[src/rtl/osrx_ser_gen.sv]
// osrx_ser_gen: single-clock N:1 multi-lane output serializer.
// Accepts one LANES*RATIO word per RATIO-clock frame over DVALID/DREADY.
// Ports: ECLK bit clock; RST sync active-high reset; D parallel word
//   (lane L bit k = D[L*RATIO+k]); DVALID word valid; DREADY accept
//   strobe; Q serial bit per lane; UPDATE last bit-time of each frame;
//   UNDERRUN one-cycle pulse when a frame boundary saw no DVALID.
// Optional macro OSRX_TRAIN_EN adds input TRAIN: loads TRAIN_PAT on every
//   lane at a frame boundary instead of D, without consuming D.
module osrx_ser_gen #(
  parameter int    RATIO     = 4,
  parameter int    LANES     = 1,
  parameter string REGSET    = "RESET",
  parameter bit    LSB_FIRST = 1'b1
`ifdef OSRX_TRAIN_EN
  ,
  parameter logic [RATIO-1:0] TRAIN_PAT = {{(RATIO-1){1'b0}}, 1'b1}
`endif
) (
  input  logic                   ECLK,
  input  logic                   RST,
`ifdef OSRX_TRAIN_EN
  input  logic                   TRAIN,
`endif
  input  logic [LANES*RATIO-1:0] D,
  input  logic                   DVALID,
  output logic                   DREADY,
  output logic [LANES-1:0]       Q,
  output logic                   UPDATE,
  output logic                   UNDERRUN
);

  localparam bit REG_OK = (REGSET == "RESET") || (REGSET == "SET");

  generate
    if (RATIO < 2 || RATIO > 16 || LANES < 1 || LANES > 32 || !REG_OK)
    begin : g_bad_cfg
      $fatal(1, "osrx_ser_gen: illegal RATIO/LANES/REGSET");
    end
  endgenerate

  localparam int            CW   = $clog2(RATIO);
  localparam logic [CW-1:0] LAST = CW'(RATIO - 1);
  localparam logic          IDLE = (REGSET == "SET");
  localparam logic [LANES*RATIO-1:0] IDLE_W = {(LANES*RATIO){IDLE}};

  logic [CW-1:0]          cnt_q, cnt_d;
  logic [LANES*RATIO-1:0] hold_q, hold_d;
  logic [LANES-1:0]       q_q, q_d;
  logic                   upd_q, upd_d;
  logic                   und_q, und_d;
  logic                   load;
  logic [CW-1:0]          sel;
  logic [RATIO-1:0]       lane_w;

  // The load edge is the one closing a frame; UPDATE marks it a cycle early.
  assign load = (cnt_q == LAST);

  always_comb begin
    cnt_d  = load ? '0 : cnt_q + 1'b1;
    upd_d  = (cnt_d == LAST);
    hold_d = hold_q;
    und_d  = 1'b0;
    if (load) begin
`ifdef OSRX_TRAIN_EN
      if (TRAIN) hold_d = {LANES{TRAIN_PAT}};
      else
`endif
      if (DVALID) begin
        hold_d = D;
      end else begin
        hold_d = IDLE_W;
        und_d  = 1'b1;
      end
    end
    // Drive from hold_d so the first bit of a new word leaves on the load edge.
    sel    = LSB_FIRST ? cnt_d : LAST - cnt_d;
    q_d    = '0;
    lane_w = '0;
    for (int l = 0; l < LANES; l++) begin
      lane_w = hold_d[l*RATIO +: RATIO];
      q_d[l] = lane_w[sel];
    end
  end

  always_ff @(posedge ECLK) begin
    if (RST) begin
      cnt_q  <= '0;
      hold_q <= IDLE_W;
      q_q    <= {LANES{IDLE}};
      upd_q  <= 1'b0;
      und_q  <= 1'b0;
    end else begin
      cnt_q  <= cnt_d;
      hold_q <= hold_d;
      q_q    <= q_d;
      upd_q  <= upd_d;
      und_q  <= und_d;
    end
  end

  assign Q        = q_q;
  assign UPDATE   = upd_q;
  assign UNDERRUN = und_q;
`ifdef OSRX_TRAIN_EN
  assign DREADY   = upd_q & ~TRAIN;
`else
  assign DREADY   = upd_q;
`endif

endmodule

[config.mk]
export PLATFORM = sky130hd
export DESIGN_NAME = osrx_ser_gen
export DESIGN_NICKNAME = d
export VERILOG_FILES = /design/src/rtl/osrx_ser_gen.sv
export SDC_FILE = /design/constraint.sdc
export NUM_CORES = 1
export LEC_CHECK = 0
export BUFFER_PORTS_ARGS = -buffer_cell sky130_fd_sc_hd__buf_4
export CAP_MARGIN = 25
export CORE_AREA = 2 2 39 41
export DETAILED_ROUTE_END_ITERATION = 12
export DIE_AREA = 0 0 41 43
export MAX_ROUTING_LAYER = met4
export PLACE_DENSITY = 0.5
export SKIP_CTS_REPAIR_TIMING = 1
export SLEW_MARGIN = 10
export SYNTH_ARGS = -nofsm -noshare
export SYNTH_HDL_FRONTEND = slang
export SYNTH_SLANG_ARGS = --single-unit
[constraint.sdc]
create_clock -name ECLK -period 1.5 [get_ports ECLK]
set_input_delay 0 -clock ECLK [delete_from_list [all_inputs] [get_ports ECLK]]
set_output_delay 0 -clock ECLK [all_outputs]
set_load 0.02 [all_outputs]
# --- Word-level counts from Yosys, hierarchy flattened ---
# Index checks and enable logic that the tools add are counted.
op_classes:
  reduce_logical: 1
  n_addsub: 1
  mux: 6
  eq_ne: 2
  bitwise_logic: 1
  n_lt_le_gt_ge: 1
ops:
  columns: ["operator", "count"]
  rows:
  - ["2-to-1 mux 4 bit", 2]
  - ["equality test 2 bit (second input constant)", 2]
  - ["less-than comparator 2 x 3 -> 1 bit (second input constant)", 1]
  - ["adder 2 x 1 -> 2 bit (second input constant)", 1]
  - ["binary-select mux 1 bit (select 2 bit)", 1]
  - ["2-to-1 mux 1 bit", 2]
  - ["2-to-1 mux 2 bit", 1]
  - ["OR reduction 2 bit", 1]
  - ["NOT 1 bit", 1]
totals:
  out_inout_bits: 4
  inputBits: 7
  regBits: 9

# --- Longest topological paths before layout ---
# Gate-level depths: netlist of run 1.
depth:
  word_depth: 4
  ltp_mapped: 5

# --- Least setup slack after synthesis of run 1 ---
# Ideal clock, no wire load.
synth_path:
  path_type: "flip-flop to flip-flop"
  startpoint: "register cnt_q[0]"
  endpoint: "register q_q (netlist: Q)"
  period_less_slack_ns: 1.463
  n_path_buf: 0
  setup_ns: 0.127
  required_time_ns: 1.373
  setup_slack_ns: 0.037
  stages_incl_launch_ff: 6
  arrival_ns: 1.337
  path_cell_list: "dfxtp_1 -> inv_1 -> ha_1 -> mux2i_1 -> nor4bb_1 -> or3_1"
synth_via:
  elab_chain_cells: 4
synth_lines:
  columns: ["element", "line_no", "source"]
  rows:
  - ["start, declared", "46", "logic [CW-1:0] cnt_q, cnt_d;"]
  - ["start signal, assigned", "93", "cnt_q <= cnt_d;"]
  - ["adder 2 x 1 -> 2 bit or equality test 2 bit (tied branches)", "59, 56", null]
  - ["2-to-1 mux 2 bit or 2-to-1 mux 4 bit (tied branches)", "59, 63", null]
  - ["binary-select mux 1 bit (select 2 bit) (*)", "81", "q_d[l] = lane_w[sel];"]
  - ["2-to-1 mux 1 bit (not written as such) (*)", "81", null]
  - ["end signal, assigned", "89", "q_q <= {LANES{IDLE}};"]
  - ["end signal, assigned", "95", "q_q <= q_d;"]
  - ["end, declared", "48", "logic [LANES-1:0] q_q, q_d;"]
# Mark *: on every way between the ends. The rest lies on a longest branch, timed or not. The select of a mux whose other input is x is not followed.
# A chain may end at the register's enable or synchronous reset.

# --- Worst setup path after layout of run 1 ---
# Ends and elaborated chain as after synthesis.

==> flow_metrics.py, run 1 <==
metrics = {
    "worst_setup_path": {
        "cp_slowest_cell": "dfxtp_1",
        "worst_r2r_path_depth": 5,
        "crit_fanout": 4,
        "slowest_delay_ns": 0.33,
        "worstPathArrival_ns": 1.52,
        "critPathCaptureType": "register",
        "required_ns": 1.64,
        "crit_type": "register to register",
        "crit_chain": "inv_1 > ha_4 > mux2i_1 > nor4bb_1 > or3_1",
        "startpoint_type": "register",
    },
    "routing": {
        "drc": 0,
        "final_antenna_net_count": 0,
        "wl_per_cell_um": 10.8,
        "drt_iter0_drc": 4,
        "wl_um": 781,
        "drt_pass1_iterations": 3,
        "via_per_inst": 4.61,
        "vias": 332,
    },
    "clock_network": {
        "clockBufferDepth": 2,
        "cts.sinks": 9,
        "clock_latency_ns": 0.26,
        "cts_tree": "done",
        "clkTransAtPathRegs_ns": 0.06,
        "htree_levels": 1,
        "numCtsBuffers": 3,
        "cts-root-buf": "clkbuf_4",
    },
    "yosys": {
        "synthDistinctLibCells": 19,
        "synth-seq-area-share_pct": 46.5,
        "ys_warn_count": 0,
        "synthesis.area_sq_um": 388,
        "synth_area_per_cell_sq_um": 9.70,
        "syn_inst": 40,
        "ys_ff_latch": 9,
        "synth_nets": 49,
    },
    "cells_and_area": {
        "drive_gt1_share_pct": 32.1,
        "fin_util_pct": 39.6,
        "finalNonFillerCells": 72,
        "final_common_cell": "buf_4",
        "finalInstanceArea_sq_um": 548,
        "mostFrequentLayoutCells": "13 x buf_4, 9 x dfxtp_1, 4 x nand2b_1, 4 x nand3_1, 4 x a21oi_1",
        "diodes": 0,
        "layout.nets": 66,
        "syn2layout_area_growth_pct": 41.3,
    },
    "floorplanning": {
        "die_w_um": 41,
        "die-area_sq_um": 1760,
        "core.rowCount": 14,
        "fp.dieH_um": 43,
        "coreArea_sq_um": 1380,
        "start_util_pct": 28.0,
        "ioPinCount": 11,
    },
    "power": {
        "power.density_nw_per_um2": 1000,
        "leakagePower_nw": 0.232,
        "ir_drop_mv": 0.556,
    },
    "timing": {
        "fin_ws_ns": 0.116,
        "clock.fmax_ghz": 0.723,
        "worst_slew_pin_slew_ns": 0.264,
        "fin_crit_ns": 1.38,
        "skew_ns": 0.00287,
        "hold_viol": 0,
        "setup-violations-final": 0,
        "rsz0062_at_grt": "no",
        "final.setup.tns_ns": 0,
        "relSlewSlack_pct": 82.4,
        "period_share_pct": 92.2,
        "drv_slew": 0,
    },
    "run_status": {
        "status": "finished clean",
    },
    "placement": {
        "port-buffer-count": 10,
        "routabilityCongestion": 0.723,
        "placed_area_sq_um": 489,
        "placedCellCount": 66,
        "dp_slack_ns": 0.0795,
    },
    "worst_hold_path": {
        "hold_class": "input port to register",
        "hold_depth": 3,
    },
    "global_route": {
        "antenna_found_initial": 0,
        "gr-total-overflow": 0,
        "grt_pass1_wl_mm": 1.21,
        "grt_max_degree": 12,
        "first_global_vias": 288,
        "grt_use_total_pct": 11.4,
    },
    "run": {
        "maxCapViolations": 0,
    },
}
## sequential cells by signal, indices dropped and copies added (netlist names)
signal / count
Q: 1
cnt_q: 2
DREADY: 1
UNDERRUN: 1
hold_q: 4
## where the power goes
group          total (mW)  switching [mW]  internal [mW]
Combinational       0.106          0.0490         0.0566
Clock               0.184          0.0814          0.102
Sequential          0.259         0.00743          0.251
Total               0.548           0.138          0.410
## worst paths after layout
| path | slack [ns] | end | startpoint |
|---|---|---|---|
| worst max-delay path | 0.12 | Q$_SDFF_PP0_ | cnt_q[0]$_SDFF_PP0_ |
| worst min-delay path | 0.02 | hold_q[1]$_SDFF_PP0_ | D[1] |
| worst min register to register | 0.47 | hold_q[2]$_SDFF_PP0_ | hold_q[2]$_SDFF_PP0_ |
| worst max register to register | 0.12 | Q$_SDFF_PP0_ | cnt_q[0]$_SDFF_PP0_ |
## metrics by stage
stage / hold slack [ns] / total power [mW]
5_1_grt: 0.0193 / 0.592
6_report: 0.0151 / 0.548
3_5_place_dp: 0.230 / 0.354
2_1_floorplan: 0.0761 / 0.317
4_1_cts: -0.0482 / 0.547
3_3_place_gp: 0.234 / 0.354
## synthesized netlist by cell type
master / count / area, sq um
dfxtp_1: 9 / 180
buf_4: 1 / 7.51
a2111oi_2: 1 / 15.0
ha_1: 2 / 25.0
inv_1: 2 / 7.51
nor3_1: 1 / 5.00
nor2b_1: 1 / 6.26
or3_1: 1 / 6.26
buf_2: 1 / 5.00
mux2i_1: 3 / 30.0
nand2_1: 1 / 3.75
a21oi_1: 4 / 20.0
clkbuf_1: 1 / 3.75
nand2b_1: 4 / 25.0
nand3_1: 4 / 20.0
nor3b_1: 1 / 7.51
nor4_1: 1 / 6.26
nor4bb_1: 1 / 10.0
nor2_1: 1 / 3.75
## routing by layer
layer | track usage, % | vias to the layer above | wire length [um]
li1 | - | 169 | -
met1 | 12.0 | 148 | 327
met2 | 14.7 | 13 | 364
met3 | 7.85 | 2 | 70
met4 | 8.00 | 0 | 19
met5 | - | - | 0
## worst max-delay path, delay by kind of cell (launching register included)
family	cells	cell delay [ns]
buf+inv	1	0.07
mux	1	0.19
simple gates	2	0.39
fa+ha+maj	1	0.28
flops	1	0.33
## cell families (layout without fill, tap and decap cells)
group / Yosys count / count (layout) / share of synthesized area (%)
AO/OA/AOI/OAI: 5 / 5 / 9.03
adder cells (fa/ha/maj): 2 / 2 / 6.45
flip-flops: 9 / 9 / 46.5
AND/OR/NAND/NOR: 16 / 16 / 24.2
multiplexers: 3 / 3 / 7.74
buffers and inverters: 5 / 21 / 6.13
## layout make-up
| type | count | area (sq um) |
|---|---|---|
| fill | 149 | 836 |
| multi-input combinational | 26 | 196 |
| sequential | 9 | 180 |
| timing repair buffer | 15 | 118 |
| clock buffer | 4 | 26.3 |
| tap | 16 | 20.0 |
| inverter | 2 | 7.51 |
Power figures use the tool's default switching activity.
==> inputs of run 2 (changes only) <==
Settings changed: ABC_AREA from default to 1, PLACE_DENSITY 0.5 to 0.49.
==> run 2 against run 1 <==
  * Sequential share of layout area rose by 2.6 points
  * Cell count grew 8.3%
  * Register-to-register slack gained 0.22 ns
  * Global-route usage down 0.73 points
  * Via count is 1.5% lower
  * Flip-flop and latch count stayed put
  * Cell area shrank 7.3%
  * Critical path depth grew 1
  * Count of clock-buffer cells in the layout unchanged
  * Clock skew down 0.0020 ns
  * Hold slack gained 0.035 ns
  * Clock power rose by 5%
==> flow_metrics.py, run 2 <==
metrics = {
    "run_status": {
        "status": "finished clean",
    },
    "global_route": {
        "antenna_found_initial": 0,
        "grt_pass1_wl_mm": 1.16,
        "grt_use_total_pct": 10.7,
        "use_met3_pct": 4.71,
        "top_usage_layer": "met2",
        "grtUsageMet2_pct": 14.7,
        "first_global_vias": 305,
        "grt_max_degree": 10,
        "use_met1_pct": 10.6,
        "gr-total-overflow": 0,
    },
    "yosys": {
        "synthDistinctLibCells": 15,
        "synthFlopType": "dfxtp_1",
        "synth_edf_count": 0,
        "synth_top_area_share_pct": 47.7,
        "synthesis.area_sq_um": 378,
        "ys_ff_latch": 9,
        "yosysTopAreaCell": "dfxtp_1",
        "synth-seq-area-share_pct": 47.7,
        "ys_warn_count": 0,
        "synthTopCellsByArea": "dfxtp_1 48%, nand2_1 8.9%, nand3_1 7.9%, ha_1 6.6%, inv_1 6.0%",
        "synth_nets": 57,
        "synth_common_cells": "9 x dfxtp_1, 9 x nand2_1, 6 x inv_1, 6 x nand3_1, 4 x a21oi_1",
        "syn_inst": 48,
        "synth-async-reset-ratio_pct": 0,
        "synth_area_per_cell_sq_um": 7.87,
    },
    "worst_setup_path": {
        "critPathCaptureType": "register",
        "crit_top_cell": "nand3_1",
        "startpoint_type": "register",
        "required_ns": 1.71,
        "worst-path-buf-inv": 1,
        "worstPathArrival_ns": 1.37,
        "crit_fanout": 8,
        "cp_slowest_cell": "dfxtp_1",
        "crit_chain": "ha_1 > inv_2 > nand2_1 > nand3_1 > nand3_1 > a21oi_2",
        "slowest_delay_ns": 0.31,
        "crit_type": "register to register",
        "cp_top_family": "flip-flops",
    },
    "cells_and_area": {
        "finalNonFillerCells": 78,
        "top_regs": "hold_q (4), cnt_q (2)",
        "largest_register_ffs": 4,
        "regMostFlops": "hold_q",
        "final_common_cell": "buf_4",
        "fin_util_pct": 36.7,
        "syn2layout_area_growth_pct": 34.4,
        "finalInstanceArea_sq_um": 508,
        "layout.nets": 72,
        "mostFrequentLayoutCells": "10 x buf_4, 9 x dfxtp_1, 9 x nand2_1",
        "drive_gt1_share_pct": 29.0,
        "diodes": 0,
    },
    "timing": {
        "final.setup.tns_ns": 0,
        "period_share_pct": 77.3,
        "fin_crit_ns": 1.16,
        "rsz0062_at_grt": "no",
        "fin_ws_ns": 0.340,
        "relSlewSlack_pct": 86.5,
        "whs_ns": 0.0500,
        "skew_ns": 0.000829,
        "setup-violations-final": 0,
        "drv_slew": 0,
        "worst_slew_pin_slew_ns": 0.203,
        "hold_viol": 0,
        "clock.fmax_ghz": 0.862,
    },
    "run": {
        "maxCapViolations": 0,
    },
    "floorplanning": {
        "ioPinCount": 11,
        "fp.dieH_um": 43,
        "core.rowCount": 14,
        "die-area_sq_um": 1760,
        "coreArea_sq_um": 1380,
        "start_util_pct": 27.3,
        "die_w_um": 41,
    },
    "clock_network": {
        "cts-root-buf": "clkbuf_4",
        "clockBufferDepth": 2,
        "cts_tree": "done",
        "cts.sinks": 9,
        "numCtsBuffers": 3,
        "clkTransAtPathRegs_ns": 0.06,
        "htree_levels": 1,
        "clock_latency_ns": 0.26,
    },
    "routing": {
        "drt_iter0_drc": 2,
        "vias": 327,
        "final_antenna_net_count": 0,
        "drt_pass1_iterations": 2,
        "wl_um": 707,
        "drc": 0,
        "via_per_inst": 4.19,
        "wl_per_cell_um": 9.06,
    },
    "placement": {
        "placed_area_sq_um": 462,
        "placedCellCount": 72,
        "routabilityCongestion": 0.681,
        "dp_slack_ns": 0.340,
        "port-buffer-count": 10,
        "dp_hpwl_um": 513,
    },
    "power": {
        "finalPower_uw": 557,
        "leakagePower_nw": 0.244,
        "power.density_nw_per_um2": 1100,
        "ir_drop_mv": 0.314,
    },
    "worst_hold_path": {
        "hold_class": "input port to register",
    },
}
[run 2: cell types whose count changed after synthesis, moves of 2 or more]
cell,previous run,this run
nand2_1,1,9
inv_1,2,6
nand2b_1,4,0
mux2i_1,3,0
nand2_2,0,2
nand3_1,4,6
nor2_1,1,3
[run 2: final cells by class]
type	instances	area [sq um]
tap	16	20.0
clock buffer	4	26.3
multi-input combinational	29	156
inverter	8	30.0
timing repair buffer	12	95.1
fill	153	876
sequential	9	180
[run 2: cell families (layout without fill, tap and decap cells)]
group	count (synthesis)	count (layout)	share of synthesized area [%]
flops	9	9	47.7
compound gates	5	5	7.62
fa+ha+maj	2	2	6.62
buf+inv	10	24	10.9
simple gates	22	22	27.2
[run 2: metal layers]
layer  routed length [um]  vias up  share of wire [%]
met1                  312      139                 44
met2                  354        6                 50
met3                   25        2                3.5
met4                   14        0                2.0
li1                     -      180                  -
met5                    0        -                  0
[run 2: final timing paths]
kind	startpoint	end	slack, ns	cells past startpoint
hold reg to reg	hold_q[3]$_SDFF_PP0_	hold_q[3]$_SDFF_PP0_	0.47	2
setup / recovery	cnt_q[0]$_SDFF_PP0_	Q$_SDFF_PP0_	0.34	6
setup reg to reg	cnt_q[0]$_SDFF_PP0_	Q$_SDFF_PP0_	0.34	6
hold / removal	D[0]	hold_q[0]$_SDFF_PP0_	0.05	3
[run 2: worst register-to-register path, cell delays in order, from the launching register on]
cell and delay (ns):
dfxtp_1 0.31, ha_1 0.26, inv_2 0.16, nand2_1 0.09, nand3_1 0.09, nand3_1 0.08, a21oi_2 0.11
[run 2: report_power, final]
| part | internal [mW] | leakage (nW) | switching, mW |
|---|---|---|---|
| Combinational | 0.0471 | 0.156 | 0.0564 |
| Clock | 0.103 | 0.0150 | 0.0907 |
| Sequential | 0.254 | 0.0734 | 0.00610 |
| Total | 0.404 | 0.244 | 0.153 |
==> inputs of run 3 (changes only) <==
Settings changed: PLACE_DENSITY 0.49 to 0.47.
Clock period 1.5 ns to 1.09 ns, I/O delays scaled along.
==> run 3 against run 2 <==
  * Clock skew rose by 0.0013 ns
  * Largest power group unchanged
  * Total power rose by 45%
  * Global-route usage shrank 0.62 points
  * Register-to-register slack lost 0.27 ns
  * Setup slack worse by 0.27 ns
  * Critical path depth increased by 1
  * Sequential power increased by 42%
  * Wire length down 3.1%
  * Cell area grew 14%
  * Count of clock-buffer cells in the layout stayed put
  * Largest cell class is now multi-input combinational cells
  * Flip-flop and latch count stayed put
  * Core utilization up 5.1 points
  * Highest routed layer unchanged
==> flow_metrics.py, run 3 (synthesis results as in run 2) <==
metrics = {
    "worst_setup_path": {
        "required_ns": 1.24,
        "crit_fanout": 3,
        "reg2reg_slack_ns": 0.07,
        "critPathCaptureType": "register",
        "crit_type": "register to register",
        "startpoint_type": "register",
        "worstPathArrival_ns": 1.17,
    },
    "global_route": {
        "grt_max_degree": 10,
        "grt_use_total_pct": 10.1,
        "grt_pass1_wl_mm": 1.11,
        "antenna_found_initial": 0,
        "first_global_vias": 296,
        "gr-total-overflow": 0,
    },
    "clock_network": {
        "htree_levels": 1,
        "clockBufferDepth": 2,
        "cts-root-buf": "clkbuf_4",
        "cts_tree": "done",
        "clkTransAtPathRegs_ns": 0.06,
        "clock_latency_ns": 0.26,
        "numCtsBuffers": 3,
        "cts.sinks": 9,
    },
    "cells_and_area": {
        "fillers": 155,
        "mostFrequentLayoutCells": "14 x buf_4, 9 x nand2_1, 7 x dfxtp_1",
        "largest_register_ffs": 4,
        "layout.nets": 76,
        "diodes": 0,
        "drive_gt1_share_pct": 43.9,
        "finalNonFillerCells": 82,
        "finalInstanceArea_sq_um": 578,
        "top_regs": "hold_q (4), cnt_q (2)",
        "final_common_cell": "buf_4",
        "regMostFlops": "hold_q",
        "syn2layout_area_growth_pct": 53.0,
    },
    "power": {
        "leakagePower_nw": 0.270,
        "clockPowerShare_pct": 31.5,
        "finalPower_uw": 807,
        "power_frac_seq_pct": 45.6,
        "power.density_nw_per_um2": 1400,
        "p_sw_share_pct": 27.0,
        "switchingPower_uw": 218,
        "ir_drop_mv": 0.523,
        "combPwrFrac_pct": 22.9,
        "internal_power_uw": 589,
    },
    "floorplanning": {
        "die_w_um": 41,
        "die-area_sq_um": 1760,
        "start_util_pct": 27.3,
        "ioPinCount": 11,
        "core.rowCount": 14,
        "coreArea_sq_um": 1380,
        "fp.dieH_um": 43,
    },
    "routing": {
        "drt_iter0_drc": 1,
        "wl_um": 685,
        "drt_pass1_iterations": 4,
        "drc": 0,
        "wl_per_cell_um": 8.35,
        "via_per_inst": 4.37,
        "final_antenna_net_count": 0,
        "vias": 358,
    },
    "placement": {
        "dp_slack_ns": -0.0291,
        "placed_area_sq_um": 492,
        "routabilityCongestion": 0.749,
        "placedCellCount": 76,
        "port-buffer-count": 10,
        "dp_hpwl_um": 512,
    },
    "timing": {
        "fin_crit_ns": 1.02,
        "relSlewSlack_pct": 91.2,
        "rsz0062_at_grt": "no",
        "worst_slew_pin_slew_ns": 0.131,
        "period_share_pct": 93.7,
        "final.setup.tns_ns": 0,
        "hold_viol": 0,
        "fin_ws_ns": 0.0682,
        "clock.fmax_ghz": 0.979,
        "setup-violations-final": 0,
        "drv_slew": 0,
        "skew_ns": 0.00211,
    },
    "worst_hold_path": {
        "hold_class": "input port to register",
    },
    "run_status": {
        "status": "finished clean",
    },
    "run": {
        "maxCapViolations": 0,
    },
}
## run 3: cell types whose count changed in the layout (fill, tap and decap cells not counted), sizes merged
cell,delta
clkinv,-1
buf,+4
inv,+1
## run 3: worst paths after layout
kind	depth (start not counted)	end	start
hold reg to reg	2	hold_q[3]$_SDFF_PP0_	hold_q[3]$_SDFF_PP0_
hold / removal	3	hold_q[0]$_SDFF_PP0_	D[0]
setup / recovery	7	Q$_SDFF_PP0_	cnt_q[0]$_SDFF_PP0_
setup reg to reg	7	Q$_SDFF_PP0_	cnt_q[0]$_SDFF_PP0_
## run 3: cell type report
type / count / area, sq um / area share (%)
multi-input cells: 29 / 186 / 32.3
flip-flops and latches: 9 / 185 / 32.0
repair buffers: 16 / 125 / 21.6
inverters: 8 / 35.0 / 6.06
clock buffers: 4 / 26.3 / 4.55
well taps: 16 / 20.0 / 3.46
## run 3: critical path: stages, from the launching register on
cell	delay [ns]
dfxtp_2	0.36
inv_2	0.06
ha_4	0.27
inv_1	0.04
nand2_1	0.06
inv_2	0.03
nand2_2	0.05
a21oi_2	0.05
## run 3: through the flow
step / hold WS, ns / util, %
floorplan: 0.0793 / -
global placement: 0.214 / 35.5
detailed placement: 0.212 / 35.5
CTS: -0.0656 / 37.4
global route: 0.0504 / 41.8
finish: 0.0499 / 41.8
## run 3: metal layers
layer	GRT usage, %	vias to the layer above	routed length (um)	share of wire (%)
met1	11.3	157	318	46
li1	-	189	-	-
met2	13.1	8	317	46
met5	-	-	0	0
met4	8.00	0	13	1.9
met3	4.71	4	36	5.3
## run 3: power by group through the flow
stage | Clock (mW) | Combinational [mW] | Sequential [mW]
final | 0.254 | 0.185 | 0.368
after global placement | 0 | 0.158 | 0.365
after floorplan | 0 | 0.0849 | 0.375
after detailed placement | 0 | 0.159 | 0.366
after global routing | 0.282 | 0.208 | 0.371
after CTS | 0.268 | 0.159 | 0.358
